[src/rtl/icache_responder.sv]
`default_nettype none
// ============================================================================
// Module   : icache_responder
// Purpose  : Direct-mapped, one-word-per-line instruction cache between the
//            fetch stage and the memory-controller instruction port.
//            Hits are answered combinationally. A miss fills the line over a
//            request/wait handshake and then returns to lookup.
// Revision : 1.0  initial release
// ----------------------------------------------------------------------------
// Ports
//   CLK         in   system clock, rising edge
//   nRST        in   asynchronous reset, active low
//   imemREN     in   fetch request this cycle
//   imemaddr    in   [31:0] byte address of the instruction (bits [1:0] unused)
//   ihit        out  imemload is valid for imemaddr this cycle
//   imemload    out  [31:0] instruction word to the fetch stage
//   flush       in   one-cycle pulse, invalidate every line
//   iREN        out  fill read request to the memory controller
//   iaddr       out  [31:0] word-aligned fill address
//   iwait       in   memory controller busy (data valid when low)
//   iload       in   [31:0] fill data
//   hit_count   out  [31:0] saturating count of ihit cycles
//   miss_count  out  [31:0] saturating count of misses
// ============================================================================
module icache_responder #(
  parameter int NSETS = 16,
  parameter int IDX_W = $clog2(NSETS),
  parameter int TAG_W = 30 - IDX_W
) (
  input  logic        CLK,
  input  logic        nRST,
  input  logic        imemREN,
  input  logic [31:0] imemaddr,
  output logic        ihit,
  output logic [31:0] imemload,
  input  logic        flush,
  output logic        iREN,
  output logic [31:0] iaddr,
  input  logic        iwait,
  input  logic [31:0] iload,
  output logic [31:0] hit_count,
  output logic [31:0] miss_count
);

  typedef enum logic [0:0] {
    IDLE = 1'b0,
    FILL = 1'b1
  } state_t;

  state_t state;
  state_t state_next;

  logic [NSETS-1:0] valid;
  logic [TAG_W-1:0] tags [NSETS];
  logic [31:0]      data [NSETS];

  logic [31:0] miss_addr;
  logic        flush_pending;

  logic [TAG_W-1:0] req_tag;
  logic [IDX_W-1:0] req_idx;
  logic [TAG_W-1:0] fill_tag;
  logic [IDX_W-1:0] fill_idx;
  logic             lookup_hit;
  logic             miss_start;
  logic             fill_done;

  // Byte-offset bits of the fetch address carry no information for a
  // word-organised cache.
  logic unused_addr_bits;
  assign unused_addr_bits = ^imemaddr[1:0];

  assign req_tag  = imemaddr[31:32-TAG_W];
  assign req_idx  = imemaddr[IDX_W+1:2];
  assign fill_tag = miss_addr[31:32-TAG_W];
  assign fill_idx = miss_addr[IDX_W+1:2];

  assign lookup_hit = valid[req_idx] && (tags[req_idx] == req_tag);

  // --------------------------------------------------------------------------
  // State register
  // --------------------------------------------------------------------------
  always_ff @(posedge CLK or negedge nRST) begin
    if (!nRST) begin
      state <= IDLE;
    end else begin
      state <= state_next;
    end
  end

  // --------------------------------------------------------------------------
  // Next state and outputs
  // --------------------------------------------------------------------------
  always_comb begin
    state_next = state;
    ihit       = 1'b0;
    imemload   = 32'h0;
    iREN       = 1'b0;
    iaddr      = 32'h0;
    miss_start = 1'b0;
    fill_done  = 1'b0;
    case (state)
      IDLE: begin
        if (imemREN) begin
          if (lookup_hit) begin
            ihit     = 1'b1;
            imemload = data[req_idx];
          end else begin
            miss_start = 1'b1;
            state_next = FILL;
          end
        end
      end
      FILL: begin
        iREN  = 1'b1;
        iaddr = miss_addr;
        // The fill runs to completion regardless of what the fetch stage
        // does meanwhile; the lookup afterwards uses the live address.
        if (!iwait) begin
          fill_done  = 1'b1;
          state_next = IDLE;
        end
      end
      default: begin
        state_next = IDLE;
      end
    endcase
  end

  // --------------------------------------------------------------------------
  // Miss address and deferred flush
  // --------------------------------------------------------------------------
  always_ff @(posedge CLK or negedge nRST) begin
    if (!nRST) begin
      miss_addr     <= 32'h0;
      flush_pending <= 1'b0;
    end else begin
      if (miss_start) begin
        miss_addr <= {imemaddr[31:2], 2'b00};
      end
      if (fill_done) begin
        flush_pending <= 1'b0;
      end else if ((state == FILL) && flush) begin
        flush_pending <= 1'b1;
      end
    end
  end

  // --------------------------------------------------------------------------
  // Valid bits. A flush seen during a fill (including on its last cycle)
  // also discards the line just written.
  // --------------------------------------------------------------------------
  always_ff @(posedge CLK or negedge nRST) begin
    if (!nRST) begin
      valid <= '0;
    end else if (fill_done) begin
      if (flush_pending || flush) begin
        valid <= '0;
      end else begin
        valid[fill_idx] <= 1'b1;
      end
    end else if ((state == IDLE) && flush) begin
      valid <= '0;
    end
  end

  // Tag and data storage needs no reset: valid gates every read.
  always_ff @(posedge CLK) begin
    if (fill_done) begin
      tags[fill_idx] <= fill_tag;
      data[fill_idx] <= iload;
    end
  end

  // --------------------------------------------------------------------------
  // Saturating statistics counters
  // --------------------------------------------------------------------------
  always_ff @(posedge CLK or negedge nRST) begin
    if (!nRST) begin
      hit_count  <= 32'h0;
      miss_count <= 32'h0;
    end else begin
      if (ihit && (hit_count != 32'hFFFF_FFFF)) begin
        hit_count <= hit_count + 32'd1;
      end
      if (miss_start && (miss_count != 32'hFFFF_FFFF)) begin
        miss_count <= miss_count + 32'd1;
      end
    end
  end

endmodule
`default_nettype wire

[config.mk]
export PLATFORM = sky130hd
export DESIGN_NAME = icache_responder
export DESIGN_NICKNAME = d
export VERILOG_FILES = /design/src/rtl/icache_responder.sv
export SDC_FILE = /design/constraint.sdc
export NUM_CORES = 1
export LEC_CHECK = 0
export ABC_CLOCK_PERIOD_IN_PS = 5630
export CORE_MARGIN = 8
export CORE_UTILIZATION = 40
export CTS_CLUSTER_SIZE = 25
export DETAILED_ROUTE_END_ITERATION = 8
export GPL_ROUTABILITY_DRIVEN = 0
export HOLD_SLACK_MARGIN = 0.1
export PLACE_DENSITY_LB_ADDON = 0.25
export SETUP_SLACK_MARGIN = 0.5
export SLEW_MARGIN = 20
export SYNTH_ARGS = -nofsm -noshare
export SYNTH_HDL_FRONTEND = slang
export SYNTH_SLANG_ARGS = --single-unit
export TNS_END_PERCENT = 30
[constraint.sdc]
create_clock -name CLK -period 5.63 [get_ports CLK]
set_input_delay 0.563 -clock CLK [delete_from_list [all_inputs] [get_ports CLK]]
set_output_delay 0.563 -clock CLK [all_outputs]
set_load 0.005 [all_outputs]
After elaboration in Yosys (flattened, before gate mapping)
Memory sizes are Yosys's and may differ from the RTL's.
Cells that the tools add are included.
- word-level logic and storage cells: 53
- bits in writable memories: 928
- input port bits: 69
- output and inout port bits: 130
- flip-flop bits (word level): 112
- memories kept: 2
- add/subtract/negate cells: 2
- equal/unequal tests: 3
- reduce and logical (&&, ||, !) cells: 9
- order comparisons: 3
- bitwise gates (word level): 2
- mux-type cells: 26
- memory list (memory ; words ; width ; read ports ; clocked after memory_dff ; write ports ; RTL line ; text):
    data ; 16 ; 32 ; 1 ; 0 ; 1 ; 55 ; logic [31:0] data [NSETS];
    tags ; 16 ; 26 ; 1 ; 0 ; 1 ; 54 ; logic [TAG_W-1:0] tags [NSETS];
- operators with widths (cell ; count):
    32-bit two-way mux ; 4
    32-bit by 1-bit adder with 32-bit output (second input constant) ; 2
    32-bit inequality test (second input constant) ; 2
    16-bit two-way mux ; 3
    26-bit == test ; 1
    1-bit two-way mux ; 16
    16-bit bitwise OR ; 1
    4-bit by 5-bit < comparator with 1-bit output (second input constant) ; 2
    1-bit logical AND ; 6
    1-bit binary-select mux with 4-bit select ; 1
    1-bit demux with 4-bit select ; 1
    4-bit by 1-bit greater-or-equal comparator with 1-bit output (second input constant) ; 1
    2-bit nonzero test ; 2
    1-bit one-hot mux with 2 select lines ; 1
    1-bit logical OR ; 1
    1-bit NOT ; 1

Longest topological paths before layout
- depth after elaboration: 7
- depth in mapped cells: 16
- mapped depth without buffers: 9

Worst setup path before layout
OpenSTA, ideal clock, no wires.
- path kind: input to output
- from: in imemaddr[2]
- to: out imemload[12]
- arrival time: 3788 ps
- stages on the path: 11
- path buffers: 8
- required time: 5067 ps
- slack: 1279 ps
- cells stage by stage: buf_4 > buf_6 > buf_4 > buf_2 > buf_2 > buf_2 > clkbuf_1 > buf_1 > mux4_2 > mux4_2 > and3_1
- longest elaborated chain between the ends: 6
- elaborated cells between the ends (all ways): 9
- classes of those cells: 1 x eq/ne; 5 x mux; 1 x reduce/logical; 2 x memory
- ends and longest elaborated chain (what ; RTL line ; text):
    start: declaration ; 33 ; input logic [31:0] imemaddr,
    memory read 16 x 26 bit / 1-bit binary-select mux with 4-bit select (equally long branches) ; -- ;
    26-bit == test / 1-bit two-way mux (equally long branches) ; 78 ; assign lookup_hit = valid[req_idx] && (tags[req_idx] == req_tag);
    1-bit logical AND ; 78 ;
    32-bit two-way mux (*) ; 105 ; if (lookup_hit) begin
    32-bit two-way mux (*) ; 104 ; if (imemREN) begin
    32-bit two-way mux (*) ; 102 ; case (state)
    end: declaration ; 35 ; output logic [31:0] imemload,
Mark *: on every way between the ends. The rest lies on a longest branch, timed or not. The select of a mux whose other input is x is not followed.

Worst setup path after layout
- from: in imemaddr[7]
- to: out imemload[29]
- longest elaborated chain between the ends: 5
- ends and longest elaborated chain (what ; RTL line):
    26-bit == test ; 78
    1-bit logical AND ; 78
    32-bit two-way mux ; 105
    32-bit two-way mux ; 104
    32-bit two-way mux ; 102
No other way between the ends.

==> impl_summary.md <==
Run status
The flow ran to the end, and the final reports show no timing, DRC or antenna violations.

Worst setup path
The required time of the worst setup path is 5070 ps. The nature of the critical path startpoint is an input pin. The arrival time of data at the critical path endpoint is 4600 ps.

Along the worst path, the maximum fanout reaches 8. The worst register-to-register path has a depth of 11. In this run the register-to-register setup slack is 1790 ps. The worst setup path is captured at an output pin. The critical path in this run is classified as in2out.

Power and ir drop
The static leakage is 16.4 nW. The worst-case IR drop observed on VDD is 0.253 mV. The total power of the final layout is 17.4 mW. The total power divided by cell area is 353 nW/um^2.

STA
The post-layout minimum cycle time is 5170 ps. The number of slew-limit violations in the final report is 0. Setup violations remaining at the end of the flow were counted as 0.

For the pin with the worst max-slew slack, the measured transition is 1150 ps. Setup repair after global routing could not meet its margin everywhere. The worst pin sits at a relative slew slack of 22.9%. The number of hold-slack violations in the final timing report is 0.

On the final layout, the worst clock skew is 54.7 ps. The highest attainable clock frequency is 0.194 GHz. The share of the clock period used by the worst path is 91.8%. Summed over all failing endpoints, the final setup total negative slack is 0 ps.

Clock tree
The number of buffers created by CTS is 107. The H-tree depth is 3. The number of buffers on the longest clock path is 3. The clock transition at the register clock pins on the worst setup and hold paths after CTS is 60 ps. The clock tree from TritonCTS is yes.

The root buffer selected by CTS is clkbuf_16. Clock tree synthesis found a total of 1040 sinks. At the later pin of the worst-skew pair, clock insertion delay measures 690 ps.

Route
The detailed router placed 21200 vias in this run. Dividing the detail-routed wire length by the instance count gives 26.8 um. The routed design uses 49800 um of met2 wire. Summed over all layers, the routed wires come to 103000 um.

Using the TritonRoute via totals, the vias-per-cell ratio works out to 5.53. The pre-antenna-repair detailed-routing pass consisted of 5 iterations. The number of antenna-violating nets in the routed design is 0. The detailed-route DRC error count is 0. In this run, the number of DRC markers left after iteration 0 of detailed routing was 1843. After detailed routing, the met3 layer carries 6040 um of wire. The highest layer used for signal routing is met5. In the final routing, the length of wire on met1 measures 44600 um.

Yosys
Yosys attributes the largest share of cell area to edfxtp_1 67%, mux4_2 13%, dfrtp_1 6.7%. Summed over its instances, the top area cell type makes up 67.1% of the synthesized netlist area. The number of warnings reported in the yosys synthesis log is 0. The async set or reset register ratio after synthesis is 10.8%. The sequential share of the synthesized area is 73.8%. The cell type with the highest aggregate area in the netlist is edfxtp_1. The netlist uses 71 different library cells. The most used flip-flop cell after synthesis is edfxtp_1. The synthesized instance count is 2081.

The total standard cell area after synthesis is 41500 um^2. The mean instance size in the synthesized netlist is 20.0 um^2. Counting flops with a built-in enable in the synthesized netlist gives 928. The count of state elements after synthesis is 1040.

Place
The count of buffers from port buffering is 194. The detailed placer's ending HPWL is 56900 um.

Floorplan
The die covers 114000 um^2. Measured along the y axis, the die boundary spans 338 um. The floorplan step defined a core boundary enclosing 103000 um^2. The initial cell density of the core is 40.2%. The horizontal extent of the die is 338 um. The number of top-level pins is 199. After floorplanning, the core was divided into 118 placement rows.

Cells and area
At the end of the flow, the number of nets in the layout was 2420. The fraction of final layout cells with drive strength greater than 1 is 22.8%. The area growth from synthesis to layout is 18.6%.

Global route
The first-pass GRT wire length is 150000 um. The total track usage is 17.4%. Entering global routing, the biggest net connects 67 pins. For this run the aggregate overflow at the end of global routing stands at 0.

The number of antenna violations at the first check in global routing was 15. The via count of the first global-routing pass was 22100.

Min path
Counting instances, the worst hold path has a depth of 1. The path class of the tightest hold or removal check is reg2reg.

Flow run
The number of maximum-capacitance violations is 0.
==> sequential cells by signal, indices dropped and copies added (netlist names) <==
| name | flops |
|---|---|
| hit_count | 32 |
| valid | 16 |
| tags | 416 |
| state | 1 |
| flush_pending | 1 |
| miss_addr | 30 |
| miss_count | 32 |
| data | 512 |
==> metal layers <==
metal,up-vias,track usage [%]
met3,152,3.65
met4,6,3.91
li1,9077,-
met1,11300,24.1
met5,-,0
met2,670,28.4
==> final timing paths <==
check,startpoint,to
max in group asynchronous,nRST,state$_DFF_PN0_
setup / recovery,imemaddr[7],imemload[29]
setup reg to reg,tags[3][1]$_DFFE_PP_,miss_count[1]$_DFFE_PN0P_
hold / removal,miss_count[14]$_DFFE_PN0P_,miss_count[14]$_DFFE_PN0P_
min in group asynchronous,nRST,miss_addr[24]$_DFFE_PN0P_
hold reg to reg,miss_count[14]$_DFFE_PN0P_,miss_count[14]$_DFFE_PN0P_
==> stage by stage <==
stage | setup slack, ps | hold slack [ps] | utilization, % | cell area (um^2) | std cells
floorplan | 1280 | 267 | - | 41500 | 2082
global placement | 178 | 472 | 44.0 | 45400 | 3605
detailed placement | 179 | 478 | 44.0 | 45400 | 3605
CTS | 521 | 490 | 47.5 | 49000 | 3810
global route | 402 | 512 | 47.7 | 49200 | 3824
finish | 464 | 489 | 47.7 | 49200 | 3831
==> critical path: stages <==
cell and delay, ps:
clkdlybuf4s50_1 620, inv_1 190, a32o_2 310, nor4_4 250
a21oi_1 100, or4b_1 540, or4b_4 580, nor4_4 300
buf_6 230, buf_8 220, and3_1 180, clkdlybuf4s50_1 510
==> power breakdown <==
group | internal [mW] | switching [mW] | leakage, nW
logic | 0.575 | 0.678 | 4.87
registers | 8.83 | 0.295 | 9.79
clock network | 4.09 | 2.92 | 1.71
==> cell type report <==
class,instances,area (um^2)
fill,8470,54000
clock inverter,51,564
antenna,9,22.5
clock buffer,151,2960
multi-input combinational,914,10400
inverter,14,58.8
tap,1380,1730
sequential,1040,30700
timing repair buffer,272,2790
==> what timing repair did <==
item / in CTS / in global routing
setup endpoints to repair: 33 / 33
hold buffers: 1 / 0
pin swaps: 1 / 3
buffers inserted: 2 / 7
hold endpoints to repair: 62 / 0
gates cloned: 0 / 4
resized for setup: 3 / 19
==> cell usage in the layout, fill, tap and decap left out, types with 27 or more instances in the layout <==
master,count
mux2_2,37
mux4_2,247
nor2_1,44
dfrtp_1,111
and2_1,36
xnor2_1,47
clkbuf_16,111
nand4_1,29
clkbuf_1,33
xor2_1,40
nand2_1,53
nand3_1,27
buf_4,61
clkdlybuf4s50_1,183
mux2i_1,68
edfxtp_1,928
nor3_1,35
and3_1,50
==> kinds of logic (layout without fill, tap and decap cells) <==
family | after synthesis | in the layout | synth area share, %
flip-flops | 1040 | 1040 | 73.8
XOR/XNOR | 88 | 88 | 1.86
AND/OR/NAND/NOR | 363 | 363 | 4.85
adder cells (fa/ha/maj) | 2 | 2 | 0.0602
multiplexers | 354 | 354 | 16.1
buffers and inverters | 128 | 488 | 1.47
AO/OA/AOI/OAI | 105 | 105 | 1.81
other | 1 | 11 | 0.00903
==> Yosys cell counts, types with 4 or more instances <==
library cell,n
dfrtp_1,112
buf_4,11
nor2_1,60
and3_1,50
clkbuf_1,50
and2_1,36
o21ai_0,15
nand3b_1,8
nand4_1,29
nand3_1,27
edfxtp_1,928
buf_1,11
xnor2_1,48
nor4_1,9
a21oi_1,23
xor2_1,40
nand2b_1,7
buf_2,36
nor3_1,35
nor2b_1,12
a211oi_1,4
a31oi_1,7
and4_1,6
mux2_2,37
nor3b_1,6
or2_2,4
o22ai_1,9
a2bb2oi_1,4
a221oi_1,6
mux2i_1,69
a22oi_1,5
a22o_1,4
inv_1,12
buf_6,6
nand2_1,53
mux4_2,247
Power figures use the tool's default switching activity.
==> edit: new RTL, same settings <==
Reset style: synchronous (`nRST`), changed in 4 clocked blocks. Comments in the files are not updated.
--- a/src/rtl/icache_responder.sv
+++ b/src/rtl/icache_responder.sv
@@ -80,7 +80,7 @@
   // --------------------------------------------------------------------------
   // State register
   // --------------------------------------------------------------------------
-  always_ff @(posedge CLK or negedge nRST) begin
+  always_ff @(posedge CLK) begin
     if (!nRST) begin
       state <= IDLE;
     end else begin
@@ -130,7 +130,7 @@
   // --------------------------------------------------------------------------
   // Miss address and deferred flush
   // --------------------------------------------------------------------------
-  always_ff @(posedge CLK or negedge nRST) begin
+  always_ff @(posedge CLK) begin
     if (!nRST) begin
       miss_addr     <= 32'h0;
       flush_pending <= 1'b0;
@@ -150,7 +150,7 @@
   // Valid bits. A flush seen during a fill (including on its last cycle)
   // also discards the line just written.
   // --------------------------------------------------------------------------
-  always_ff @(posedge CLK or negedge nRST) begin
+  always_ff @(posedge CLK) begin
     if (!nRST) begin
       valid <= '0;
     end else if (fill_done) begin
@@ -175,7 +175,7 @@
   // --------------------------------------------------------------------------
   // Saturating statistics counters
   // --------------------------------------------------------------------------
-  always_ff @(posedge CLK or negedge nRST) begin
+  always_ff @(posedge CLK) begin
     if (!nRST) begin
       hit_count  <= 32'h0;
       miss_count <= 32'h0;
Check against the original RTL: differs if nRST is asserted again (counterexample within 4 cycles, from zero or initial values and one cycle with nRST low); with nRST held inactive, the same outputs for 4 cycles.
==> edit against the original RTL <==
Wire length grew 2.6%; synthesized area is essentially flat; critical endpoint is now imemload[11]; final area shrank 0.88%; total power shrank 6.7%; sequential cell count is the same; setup slack gained 0.27 ns; largest cell class unchanged; critical path type unchanged; largest power group unchanged; final cell count grew 2.7%; utilization shrank 0.42 points.
==> edit: results <==
[run_status]
status = finished clean

[min_path]
holdPathStages = 2
hold_class = register to register

[worst_setup_path]
reg2reg_depth = 11
cp_slowest_cell = mux4_2
cp.arrival_ns = 4.33
cp_slowest_stage_delay_ns = 0.57
critPathTopFamily = buffers and inverters
critPathMaxFanout = 46

[cts]
cts.path.max_buffers = 3
post-cts-setup-buffer-count = 0
path_clk_slew_ns = 0.06
h-tree-depth = 3
clockRootBuffer = clkbuf_16
cts-buffers-inserted = 106
clkLatencyLatePin_ns = 0.67

[placed_design]
io_buffers = 194
dp_hpwl_um = 58000

[synth]
synth_ff_type = edfxtp_1
synth_edf_count = 928
yosys_warnings = 0
synthTopCellsByArea = edfxtp_1, mux4_2, dfxtp_1
yosysSeqAreaShare_pct = 72.6
ys_types = 73
yosys-top-cells-count = edfxtp_1, mux4_2, dfxtp_1, a21oi_1, mux2i_1
synthArstFlopShare_pct = 0

[grt]
antenna_found_initial = 10
grt_pass1_wl_um = 154000
grt_pass1_vias = 22900
grt_max_degree = 70
grt_use_total_pct = 18.2

[final_layout]
drive_gt1_share_pct = 20.7
finalNetCount = 2533
top_regs = data x512, tags x416

[timing]
tns_ns = 0
fin_skew_ns = 0.0215
maxSlewHeadroom_pct = 30.3

[detailed_routing]
drt_iter0_markers = 2046
drt-total-wl_um = 105000
firstDrtPassIters = 7
vias = 22300

[flow_run]
cap_viol_max_count = 0

[pwr]
peakVddDrop_mv = 0.406
p_leak_nw = 14.9
## edit: changes by cell type in the layout (fill, tap and decap cells not counted), moves of 24 or more
cell     unedited run  this run
o21ai_0            15        41
o31ai_1             0        24
a21oi_1            22        87
and3_1             50        14
nand3_1            27        63
dfrtp_1           111         0
dfxtp_1             0       111
xnor2_1            47         5
nor2b_1             9        44
or4_1               2        27
## edit: worst paths after layout
kind | startpoint | end | slack [ns]
max | imemaddr[2] | imemload[11] | 0.73
min | valid[14]$_SDFFE_PN0P_ | valid[14]$_SDFFE_PN0P_ | 0.47
max reg2reg | tags[13][15]$_DFFE_PP_ | hit_count[3]$_SDFFE_PN0P_ | 1.72
min reg2reg | valid[14]$_SDFFE_PN0P_ | valid[14]$_SDFFE_PN0P_ | 0.47
## edit: cell type report
class	count	area [µm²]
fill	8514	54400
sequential	1040	30100
multi-input combinational	1044	10900
clock buffer	131	2870
timing repair buffer	256	2570
tap	1380	1730
clock inverter	66	592
inverter	14	53.8
antenna	4	10.0
## edit: cell families (layout without fill, tap and decap cells)
group,count (synthesis),count (layout),synth area share [%]
AOI/OAI and AO/OA,223,223,3.43
xor gates and xnor gates,23,23,0.485
adders and majority gates,2,2,0.0603
buffers and inverters,138,467,1.63
DFF,1040,1040,72.6
muxes,343,343,15.8
other,1,6,0.00904
and+or+nand+nor,451,451,6.01
## edit: report_power, final
group / internal [mW] / switching (mW) / total [mW]
sequential: 8.45 / 0.0707 / 8.52
combinational: 0.329 / 0.425 / 0.754
clock: 4.03 / 2.91 / 6.94
## edit: per-stage QoR
step / cell area, µm² / std cells / setup slack (ns) / hold WS [ns] / power, mW
after floorplan: 41500 / 2222 / 1.61 / 0.431 / 9.13
after global placement: 45300 / 3734 / 0.534 / 0.445 / 9.43
after detailed placement: 45300 / 3734 / 0.578 / 0.459 / 9.45
after CTS: 48800 / 3931 / 0.556 / 0.461 / 16.4
after global routing: 48800 / 3932 / 0.505 / 0.503 / 16.7
final: 48800 / 3935 / 0.732 / 0.468 / 16.2
## edit: worst register-to-register path: cells and delay by family (launching register included)
family                    cells  cell delay, ns
xor gates and xnor gates      1            0.20
and+or+nand+nor               3            1.08
AOI/OAI and AO/OA             4            1.08
buffers and inverters         2            0.63
DFF                           1            0.37
muxes                         1            0.47
## edit: what timing repair did
action                                 in CTS  in global routing
setup endpoints to repair                   0                 24
gates resized for setup                     0                  3
endpoints found under the hold margin       0                  0
## edit: per-layer routing
layer	vias up	track usage (%)	routed length [µm]
met4	6	4.47	2620
met3	176	3.27	6100
met2	688	30.9	52500
met1	11800	24.4	44100
li1	9601	-	-
met5	-	0	43
